<file path="config.mk">
export PLATFORM = sky130hd
export DESIGN_NAME = dds_keypad_ctrl_flat
export DESIGN_NICKNAME = d
export VERILOG_FILES = /design/src/rtl/dds_keypad_ctrl_if.sv /design/src/rtl/dds_keypad_ctrl.sv /design/src/flat_wrapper.sv
export SDC_FILE = /design/constraint.sdc
export NUM_CORES = 1
export LEC_CHECK = 0
export ABC_AREA = 0
export BUFFER_PORTS_ARGS = -buffer_cell sky130_fd_sc_hd__buf_2
export CORE_ASPECT_RATIO = 1.25
export CORE_MARGIN = 2
export CORE_UTILIZATION = 60
export CTS_CLUSTER_DIAMETER = 30
export DETAILED_ROUTE_END_ITERATION = 8
export GPL_TIMING_DRIVEN = 0
export PLACE_DENSITY = 0.9
export SLEW_MARGIN = 20
export SYNTH_ARGS = -nofsm -noshare
export SYNTH_HDL_FRONTEND = slang
export SYNTH_SLANG_ARGS = --single-unit
</file>
<file path="constraint.sdc">
create_clock -name clk -period 4.9 [get_ports clk]
set_input_delay 0.735 -clock clk [delete_from_list [all_inputs] [get_ports clk]]
set_output_delay 0.735 -clock clk [all_outputs]
set_load 0.02 [all_outputs]
</file>
<file path="src/rtl/dds_keypad_ctrl_if.sv">
// Configuration bus between the keypad controller and the DDS register bank.
//   cfg_data  : value being issued
//   cfg_sel   : target, 0 frequency, 1 phase, 2 waveform
//   cfg_valid : cfg_data/cfg_sel valid
//   cfg_ready : register bank accepts the transfer
// A transfer completes on a clk edge where cfg_valid and cfg_ready are both high.
interface dds_keypad_ctrl_if #(
  parameter int DATA_W = 32
);
  logic [DATA_W-1:0] cfg_data;
  logic [1:0]        cfg_sel;
  logic              cfg_valid;
  logic              cfg_ready;

  modport master (output cfg_data, output cfg_sel, output cfg_valid, input cfg_ready);
  modport slave  (input cfg_data, input cfg_sel, input cfg_valid, output cfg_ready);
endinterface

</file>
<file path="src/rtl/dds_keypad_ctrl.sv">
// Keypad command controller for the DDS.
// Builds a decimal entry buffer from scanner key codes, converts it to binary
// one digit per cycle (MSD first), range-checks it and issues frequency/phase/
// waveform updates on the cfg valid/ready bus.
//   clk, reset  : clock, synchronous active-low reset
//   key         : scanner code, 0-15 valid, 16 = no key
//   keypress    : one-cycle strobe for a new key
//   cfg         : configuration bus (master side)
//   mode        : 0 frequency entry, 1 phase entry
//   digit_cnt   : digits in the buffer
//   disp_bcd    : BCD buffer, least significant digit in [3:0]
//   wave_sel    : current waveform index
//   busy        : high outside ENTRY
//   err         : one-cycle pulse on range violation
module dds_keypad_ctrl #(
  parameter int MAX_DIGITS = 7,
  parameter int FREQ_MAX   = 5000000,
  parameter int PHASE_MAX  = 359,
  parameter int DATA_W     = 32
) (
  input  logic                      clk,
  input  logic                      reset,
  input  logic [4:0]                key,
  input  logic                      keypress,
  dds_keypad_ctrl_if.master         cfg,
  output logic                      mode,
  output logic [3:0]                digit_cnt,
  output logic [4*MAX_DIGITS-1:0]   disp_bcd,
  output logic [1:0]                wave_sel,
  output logic                      busy,
  output logic                      err
);
  localparam int AW    = DATA_W + 4;
  localparam int IDX_W = (MAX_DIGITS > 1) ? $clog2(MAX_DIGITS) : 1;

  typedef enum logic [1:0] {ENTRY, CONVERT, CHECK, ISSUE} state_t;

  state_t                     state_q, state_d;
  logic [MAX_DIGITS-1:0][3:0] bcd_q;
  logic [3:0]                 cnt_q;
  logic                       mode_q;
  logic [1:0]                 wave_q;
  logic [AW-1:0]              acc_q;
  logic [IDX_W-1:0]           idx_q;
  logic [DATA_W-1:0]          data_q;
  logic [1:0]                 sel_q;

  logic          key_ok, xfer, over;
  logic [3:0]    cnt_lim;
  logic [AW-1:0] limit, acc_nx;
  logic [1:0]    wave_nx;

  assign key_ok  = keypress && (key <= 5'd15) && (state_q == ENTRY);
  assign xfer    = (state_q == ISSUE) && cfg.cfg_ready;
  assign cnt_lim = mode_q ? 4'd3 : 4'(MAX_DIGITS);
  assign limit   = mode_q ? AW'(PHASE_MAX) : AW'(FREQ_MAX);
  assign over    = acc_q > limit;
  // acc*10 + digit; AW leaves headroom so the multiply-add cannot wrap
  assign acc_nx  = (acc_q << 3) + (acc_q << 1) + AW'(bcd_q[idx_q]);
  assign wave_nx = wave_q + 2'd1;

  always_ff @(posedge clk) begin
    if (!reset) state_q <= ENTRY;
    else        state_q <= state_d;
  end

  always_comb begin
    state_d = state_q;
    case (state_q)
      ENTRY: begin
        if (key_ok && key[3:0] == 4'd14)                     state_d = ISSUE;
        else if (key_ok && key[3:0] == 4'd15 && cnt_q != 0)  state_d = CONVERT;
      end
      CONVERT: if (idx_q == '0) state_d = CHECK;
      CHECK:   state_d = over ? ENTRY : ISSUE;
      ISSUE:   if (cfg.cfg_ready) state_d = ENTRY;
      default: state_d = ENTRY;
    endcase
  end

  always_ff @(posedge clk) begin
    if (!reset) begin
      bcd_q  <= '0;
      cnt_q  <= '0;
      mode_q <= 1'b0;
      wave_q <= '0;
      acc_q  <= '0;
      idx_q  <= '0;
      data_q <= '0;
      sel_q  <= '0;
    end else begin
      case (state_q)
        ENTRY: if (key_ok) begin
          if (key < 5'd10) begin
            if (cnt_q < cnt_lim) begin
              bcd_q <= {bcd_q[MAX_DIGITS-2:0], key[3:0]};
              cnt_q <= cnt_q + 4'd1;
            end
          end else begin
            case (key[3:0])
              4'd10: begin mode_q <= 1'b0; bcd_q <= '0; cnt_q <= '0; end
              4'd11: begin mode_q <= 1'b1; bcd_q <= '0; cnt_q <= '0; end
              4'd12: begin bcd_q <= '0; cnt_q <= '0; end
              4'd13: if (cnt_q != 0) begin
                bcd_q <= {4'h0, bcd_q[MAX_DIGITS-1:1]};
                cnt_q <= cnt_q - 4'd1;
              end
              4'd14: begin
                wave_q <= wave_nx;
                data_q <= {{(DATA_W-2){1'b0}}, wave_nx};
                sel_q  <= 2'd2;
              end
              default: if (cnt_q != 0) begin
                acc_q <= '0;
                idx_q <= IDX_W'(cnt_q - 4'd1);
              end
            endcase
          end
        end
        CONVERT: begin
          acc_q <= acc_nx;
          if (idx_q != '0) idx_q <= idx_q - 1'b1;
        end
        CHECK: if (!over) begin
          data_q <= acc_q[DATA_W-1:0];
          sel_q  <= {1'b0, mode_q};
        end
        ISSUE: if (xfer && sel_q != 2'd2) begin
          bcd_q <= '0;
          cnt_q <= '0;
        end
        default: ;
      endcase
    end
  end

  assign cfg.cfg_data  = data_q;
  assign cfg.cfg_sel   = sel_q;
  assign cfg.cfg_valid = (state_q == ISSUE);
  assign mode          = mode_q;
  assign digit_cnt     = cnt_q;
  assign disp_bcd      = bcd_q;
  assign wave_sel      = wave_q;
  assign busy          = (state_q != ENTRY);
  assign err           = (state_q == CHECK) && over;
endmodule

</file>
<file path="src/flat_wrapper.sv">
// flat-port wrapper written by rule: the top's interface ports become plain ports
module dds_keypad_ctrl_flat 
#(
  parameter int MAX_DIGITS = 7,
  parameter int FREQ_MAX   = 5000000,
  parameter int PHASE_MAX  = 359,
  parameter int DATA_W     = 32
)
  (clk, reset, key, keypress, mode, digit_cnt, disp_bcd, wave_sel, busy, err, cfg_cfg_data, cfg_cfg_sel, cfg_cfg_valid, cfg_cfg_ready);
  dds_keypad_ctrl_if #(.DATA_W(DATA_W)) cfg_i ();
  input  logic clk;
  input  logic reset;
  input  logic [4:0] key;
  input  logic keypress;
  output logic mode;
  output logic [3:0] digit_cnt;
  output logic [4*MAX_DIGITS-1:0] disp_bcd;
  output logic [1:0] wave_sel;
  output logic busy;
  output logic err;
  output wire logic [$bits(cfg_i.cfg_data)-1:0] cfg_cfg_data;
  output wire logic [$bits(cfg_i.cfg_sel)-1:0] cfg_cfg_sel;
  output wire logic [$bits(cfg_i.cfg_valid)-1:0] cfg_cfg_valid;
  input wire logic [$bits(cfg_i.cfg_ready)-1:0] cfg_cfg_ready;
  assign cfg_cfg_data = cfg_i.cfg_data;
  assign cfg_cfg_sel = cfg_i.cfg_sel;
  assign cfg_cfg_valid = cfg_i.cfg_valid;
  assign cfg_i.cfg_ready = cfg_cfg_ready;
  dds_keypad_ctrl #(.MAX_DIGITS(MAX_DIGITS), .FREQ_MAX(FREQ_MAX), .PHASE_MAX(PHASE_MAX), .DATA_W(DATA_W)) u_core (.clk(clk), .reset(reset), .key(key), .keypress(keypress), .cfg(cfg_i), .mode(mode), .digit_cnt(digit_cnt), .disp_bcd(disp_bcd), .wave_sel(wave_sel), .busy(busy), .err(err));
endmodule
</file>
# Word-level counts from Yosys, hierarchy flattened
# Index checks and enable logic that the tools add are counted.
# W data, S select, Z words.
[word_totals]
ff_bits = 110
latchBits = 0
ramBits = 0
rom_bits = 0
word_cells = 123
memories = 0
[classes]
add_sub_neg = 6
multipliers = 0
div_mod_pow = 0
n_lt_le_gt_ge = 5
n_eq_ne = 24
shifts = 0
n_mux = 46
bitwise_logic = 1
reduce_logical = 26
[op_table]
columns = ["operator", "n"]
rows = [
  ["$mux W36", 4],
  ["$mux W28", 5],
  ["$mux W32", 4],
  ["$pmux W28 S2", 2],
  ["$pmux W36 S2", 1],
  ["$pmux W32 S2", 1],
  ["$add A36 B36 Y36", 1],
  ["$add A36 B4 Y36", 1],
  ["$gt A36 B36 Y1", 1],
  ["$eq A4 B4 Y1 const B", 6],
  ["$mux W4", 6],
  ["$mux W23", 1],
  ["$mux W2", 9],
  ["$mux W3", 6],
  ["$pmux W4 S2", 2],
  ["$bmux W4 S3", 1],
  ["$ne A2 B2 Y1 const B", 6],
  ["$reduce_and A6 Y1", 2],
  ["$ne A2 B1 Y1 const B", 5],
  ["$reduce_and A5 Y1", 2],
  ["$reduce_bool A2 Y1", 5],
  ["$logic_and A1 B1 Y1", 8],
  ["$ne A4 B4 Y1 const B", 2],
  ["$pmux W2 S4", 1],
  ["other kinds (23)", 26],
]

# Logic depth before layout (Yosys ltp)
[depth]
depth_word = 8
depth_mapped = 18
mapped_depth_nobuf = 17

# Worst setup path before layout
# Ideal clock, no wire load.
[synth_path]
kind = "register to register"
from = "reg u_core.idx_q[0]"
to = "reg u_core.acc_q[22]"
setup_ns = 0.117
arrival_time_ns = 3.926
slack_ns = 0.857
path_stages_with_launch = 16
period_less_slack_ns = 4.043
path_cell_list = "dfxtp_1 -> clkbuf_1 -> mux4_2 -> mux2_2 -> ha_1 -> ha_1 -> fa_1 -> a21oi_1 -> o2bb2ai_1 -> a211oi_1 -> nand3_1 -> a31o_1 -> nor3b_1 -> nor2_1 -> xor2_1 -> a22o_1"
[synth_via]
elab_chain_cells = 4
[synth_lines]
columns = ["element", "line", "text"]
rows = [
  ["start: declaration", "dds_keypad_ctrl.sv:44", "logic [IDX_W-1:0] idx_q;"],
  ["start signal: assignment", "dds_keypad_ctrl.sv:115", "idx_q <= IDX_W'(cnt_q - 4'd1);"],
  ["start signal: assignment", "dds_keypad_ctrl.sv:122", "if (idx_q != '0) idx_q <= idx_q - 1'b1;"],
  ["$bmux W4 S3", "dds_keypad_ctrl.sv:59", "assign acc_nx = (acc_q << 3) + (acc_q << 1) + AW'(bcd_q[idx_q]);"],
  ["$mux W4 (not written as such)", "dds_keypad_ctrl.sv:59", ""],
  ["$add A36 B4 Y36", "dds_keypad_ctrl.sv:59", ""],
  ["$pmux W36 S2", "dds_keypad_ctrl.sv:92", "case (state_q)"],
  ["end signal: assignment", "dds_keypad_ctrl.sv:121", "acc_q <= acc_nx;"],
  ["end: declaration", "dds_keypad_ctrl.sv:43", "logic [AW-1:0] acc_q;"],
]
# Every way passes these cells. The select of a mux whose other input is x is not followed.
# A chain may end at the register's enable or synchronous reset.

# Worst setup path in the final report
# Same ends and word-level chain as after synthesis.

==> results.md <==
- Ys flop type: dfxtp_1
- Total wire length: 18290 microns
- Vias/cell: 6.251
- Cts bufs inserted: 9
- CP startpoint kind: flop
- Worst skew pair latency: 0.36 ns
- Slowest-stage cell, CP: dfxtp_1
- Power after layout: 2.380 mW
- Post-synthesis xor/xnor area fraction: 4.168%
- H-Tree Depth: 3
- Adder-cell share of the synthesized area: 14.75%
- Max Cap Viol: 0
- Synth Net Count: 904
- Area contributors post-synth: dfxtp_1 31%, ha_1 14%, nand2_1 4.7%
- Detailed placement HPWL: 13490 microns
- Layout area overhead: 12.50%
- Placeable Area: 11620 sq um
- Clock root buffer: clkbuf_16
- Sum Neg Setup Slack: 0 ns
- Sw Share: 35.72%
- Syn Std Cell Area: 7144 sq um
- I/O Buffers: 80
- Register area share after synthesis: 30.82%
- Crit path max fanout: 9
- # diodes: 0
- Die area: 12800 sq um
- Final Hold Fails: 0
- Final slew viol count: 0
- FFs w/ async S/R, synth: 0%
- Share of layout cells above drive strength 1: 13.78%
- Post-Synthesis Cells: 812
- Crit Path Category: flop to flop
- Final ANT Viol Nets: 0
- Post-synth top area cell: dfxtp_1
- Final worst setup slack: 0.3860 ns
- Post-Layout Cell Count: 1068
- GPL Wtd Cong: 0.9592
- Multiplexer area fraction after synthesis: 3.835%
- Peak supply drop: 0.0002515 V
- Starting Density: 61.50%
- CTS tree: yes
- Clock power share: 30.2%
- Synth Area in Simple Gates: 18.34%
- NetSw: 850.2 uW
- WP data required: 5.15 ns
- DIE HEIGHT: 126 microns
- Synth Register Bits: 110
- Leading cell type in the layout, fill and taps excluded: dfxtp_1
- Final Cycle Share: 92.12%
- Clk_skew: 0.01441 ns
- Final setup viols: 0
- Synth warn: 0
- CP arrival: 4.77 ns
- First DRT Iteration DRCs: 458
- Cell breakdown of the critical path: inv_2, nor2_1, nand2_1, o21ai_0, mux2i_1, fa_1, inv_1, fa_1, a21oi_1, o2bb2ai_1, a211oi_2, nand3_1, a31o_1, nor3b_1, nor2_1, xor2_1, a22o_1
- Cell leakage power: 3.819 nW
- Tmin final: 4.514 ns
- Yosys cell types: 66
- Maximum buffer depth of the clock tree: 2
- TritonRoute pass-1 iters: 7
- # DRC: 0
- Largest family of logic cells by synthesized area: compound AO/OA/AOI/OAI gates
- WP buf/inv: 2
- Int Power: 1.530 mW
- Slew headroom: 52.41%
- Worst Hold Class: flop to flop
- F_max: 0.2215 GHz
- EDFF count, synth: 0
- Worst-Margin Slew: 0.7112 ns
- First-pass GRT wire length: 30250 microns
- Outcome: finished clean
- Row cnt: 44
- Largest net degree at the start of global routing: 21
- Die extent in x: 101.6 microns
- Crit path capture type: flop
- Vias in the first global route: 6432
- Initial antenna violation count: 0
- Routed vias: 6676
- Most frequent cells in the layout: 110 x dfxtp_1, 89 x nand2_1, 85 x buf_2
- Final nets: 994
- Sequential Power Share: 42.9%
- Delay-heaviest family, CP: compound AO/OA/AOI/OAI gates
- Post-Syn Area per Cell: 8.798 sq um
- CTS Sinks: 110
- Crit path largest cell delay: 0.64 ns
- Routed len/inst: 17.12 microns
- Logic pwr share: 26.9%
- GRT Overall Usage: 29.20%
- Num ports: 81
- Post-Place Setup Slack: 0.05246 ns
- Pwr Density: 296.1 nW/um^2
- Placed cell count: 1053
- Synth Area in Compound Gates: 24.22%
- Clock slew at reported path FFs: 0.08 ns
- RSZ-0062 raised after global routing: no
- Grt ovf: 0
- Hold slack: 0.4544 ns
- Fill cells: 912
- Share of the synthesized area in the top cell type: 30.82%
[synthesized netlist by cell type, types with 4 or more instances]
| cell type | count |
|---|---|
| or3_1 | 4 |
| buf_6 | 5 |
| o211ai_1 | 7 |
| a21o_1 | 6 |
| nand2_1 | 89 |
| o211a_1 | 24 |
| a211oi_1 | 5 |
| a21oi_1 | 49 |
| a22o_1 | 24 |
| nor2_1 | 42 |
| nand3_1 | 18 |
| buf_2 | 5 |
| a22oi_1 | 41 |
| ha_1 | 81 |
| o21bai_1 | 5 |
| o21ai_1 | 35 |
| dfxtp_1 | 110 |
| xnor2_1 | 17 |
| mux4_2 | 4 |
| a21boi_1 | 8 |
| nor3_1 | 10 |
| nand4b_1 | 5 |
| nand2b_1 | 12 |
| xor2_1 | 17 |
| o21a_1 | 8 |
| o21ai_0 | 11 |
| and2_1 | 16 |
| nor2b_1 | 28 |
| nand4_1 | 10 |
| clkbuf_1 | 32 |
| mux2i_1 | 15 |
| inv_1 | 16 |
[flip-flops by register name (all words and copies together), names as in the netlist]
name	cells
u_core.idx_q	3
u_core.acc_q	36
u_core.state_q	2
u_core.digit_cnt	4
u_core.disp_bcd	28
u_core.cfg.cfg_data	32
u_core.cfg.cfg_sel	2
u_core.wave_sel	2
u_core.mode	1
[stage by stage]
stage	cell area [sq um]	utilization, %
6_report	8038	69.19
5_1_grt	8038	69.19
4_1_cts	8041	69.23
3_5_place_dp	7746	66.68
3_3_place_gp	7746	66.68
2_1_floorplan	7144	-
[logic make-up after synthesis]
| group | after synthesis |
|---|---|
| AOI/OAI and AO/OA | 245 |
| xor gates and xnor gates | 34 |
| adders and majority gates | 83 |
| buffers and inverters | 62 |
| DFF | 110 |
| muxes | 22 |
| and+or+nand+nor | 256 |
[final cells by class]
| type | instances | area, sq um | area share (%) |
|---|---|---|---|
| multi-input combinational | 640 | 4671 | 58.11 |
| sequential | 110 | 2202 | 27.40 |
| timing repair buffer | 80 | 400.4 | 4.981 |
| clock buffer | 9 | 225.2 | 2.802 |
| tap | 161 | 201.4 | 2.506 |
| buffer | 41 | 197.7 | 2.460 |
| inverter | 20 | 75.07 | 0.9340 |
| clock inverter | 7 | 65.06 | 0.8095 |
[what timing repair did]
item	4_1_cts	5_1_grt
setup endpoints to repair	2	8
resized for setup	1	0
hold buffers	0	0
setup buffers	0	0
[path summary, 6_finish.rpt]
check | start | cells past startpoint | to | slack [ns]
setup / recovery | u_core.idx_q[0]$_SDFFE_PN0P_ | 17 | u_core.acc_q[22]$_SDFFE_PN0P_ | 0.39
hold / removal | u_core.cfg.cfg_data[30]$_SDFFE_PN0P_ | 1 | u_core.cfg.cfg_data[30]$_SDFFE_PN0P_ | 0.45
setup reg to reg | u_core.idx_q[0]$_SDFFE_PN0P_ | 17 | u_core.acc_q[22]$_SDFFE_PN0P_ | 0.39
hold reg to reg | u_core.cfg.cfg_data[30]$_SDFFE_PN0P_ | 1 | u_core.cfg.cfg_data[30]$_SDFFE_PN0P_ | 0.45
[layer usage]
metal	part of all wire (%)	vias up	routed length (microns)	global-route usage, %
li1	-	3193	-	-
met1	41	3157	7480	36.61
met2	50	268	9078	48.65
met3	6.1	58	1111	4.273
met4	3.4	0	618	13.83
met5	0	-	0	0
[worst reg2reg max path: cells and delay by family, from the launching register on]
family,cells,cell delay [ns]
compound gates,6,1.37
fa+ha+maj,2,0.96
simple gates,5,0.94
flops,1,0.64
buf+inv,2,0.20
xor+xnor,1,0.16
mux,1,0.15
[power groups by stage]
stage	Clock, mW	Sequential (mW)	Combinational, mW
2_1_floorplan	0	1.08	0.390
3_3_place_gp	0	1.04	0.618
3_5_place_dp	0	1.04	0.633
4_1_cts	0.721	1.02	0.637
5_1_grt	0.767	1.03	0.695
6_report	0.719	1.02	0.640
No activity file was read; power rests on OpenSTA's default activity.
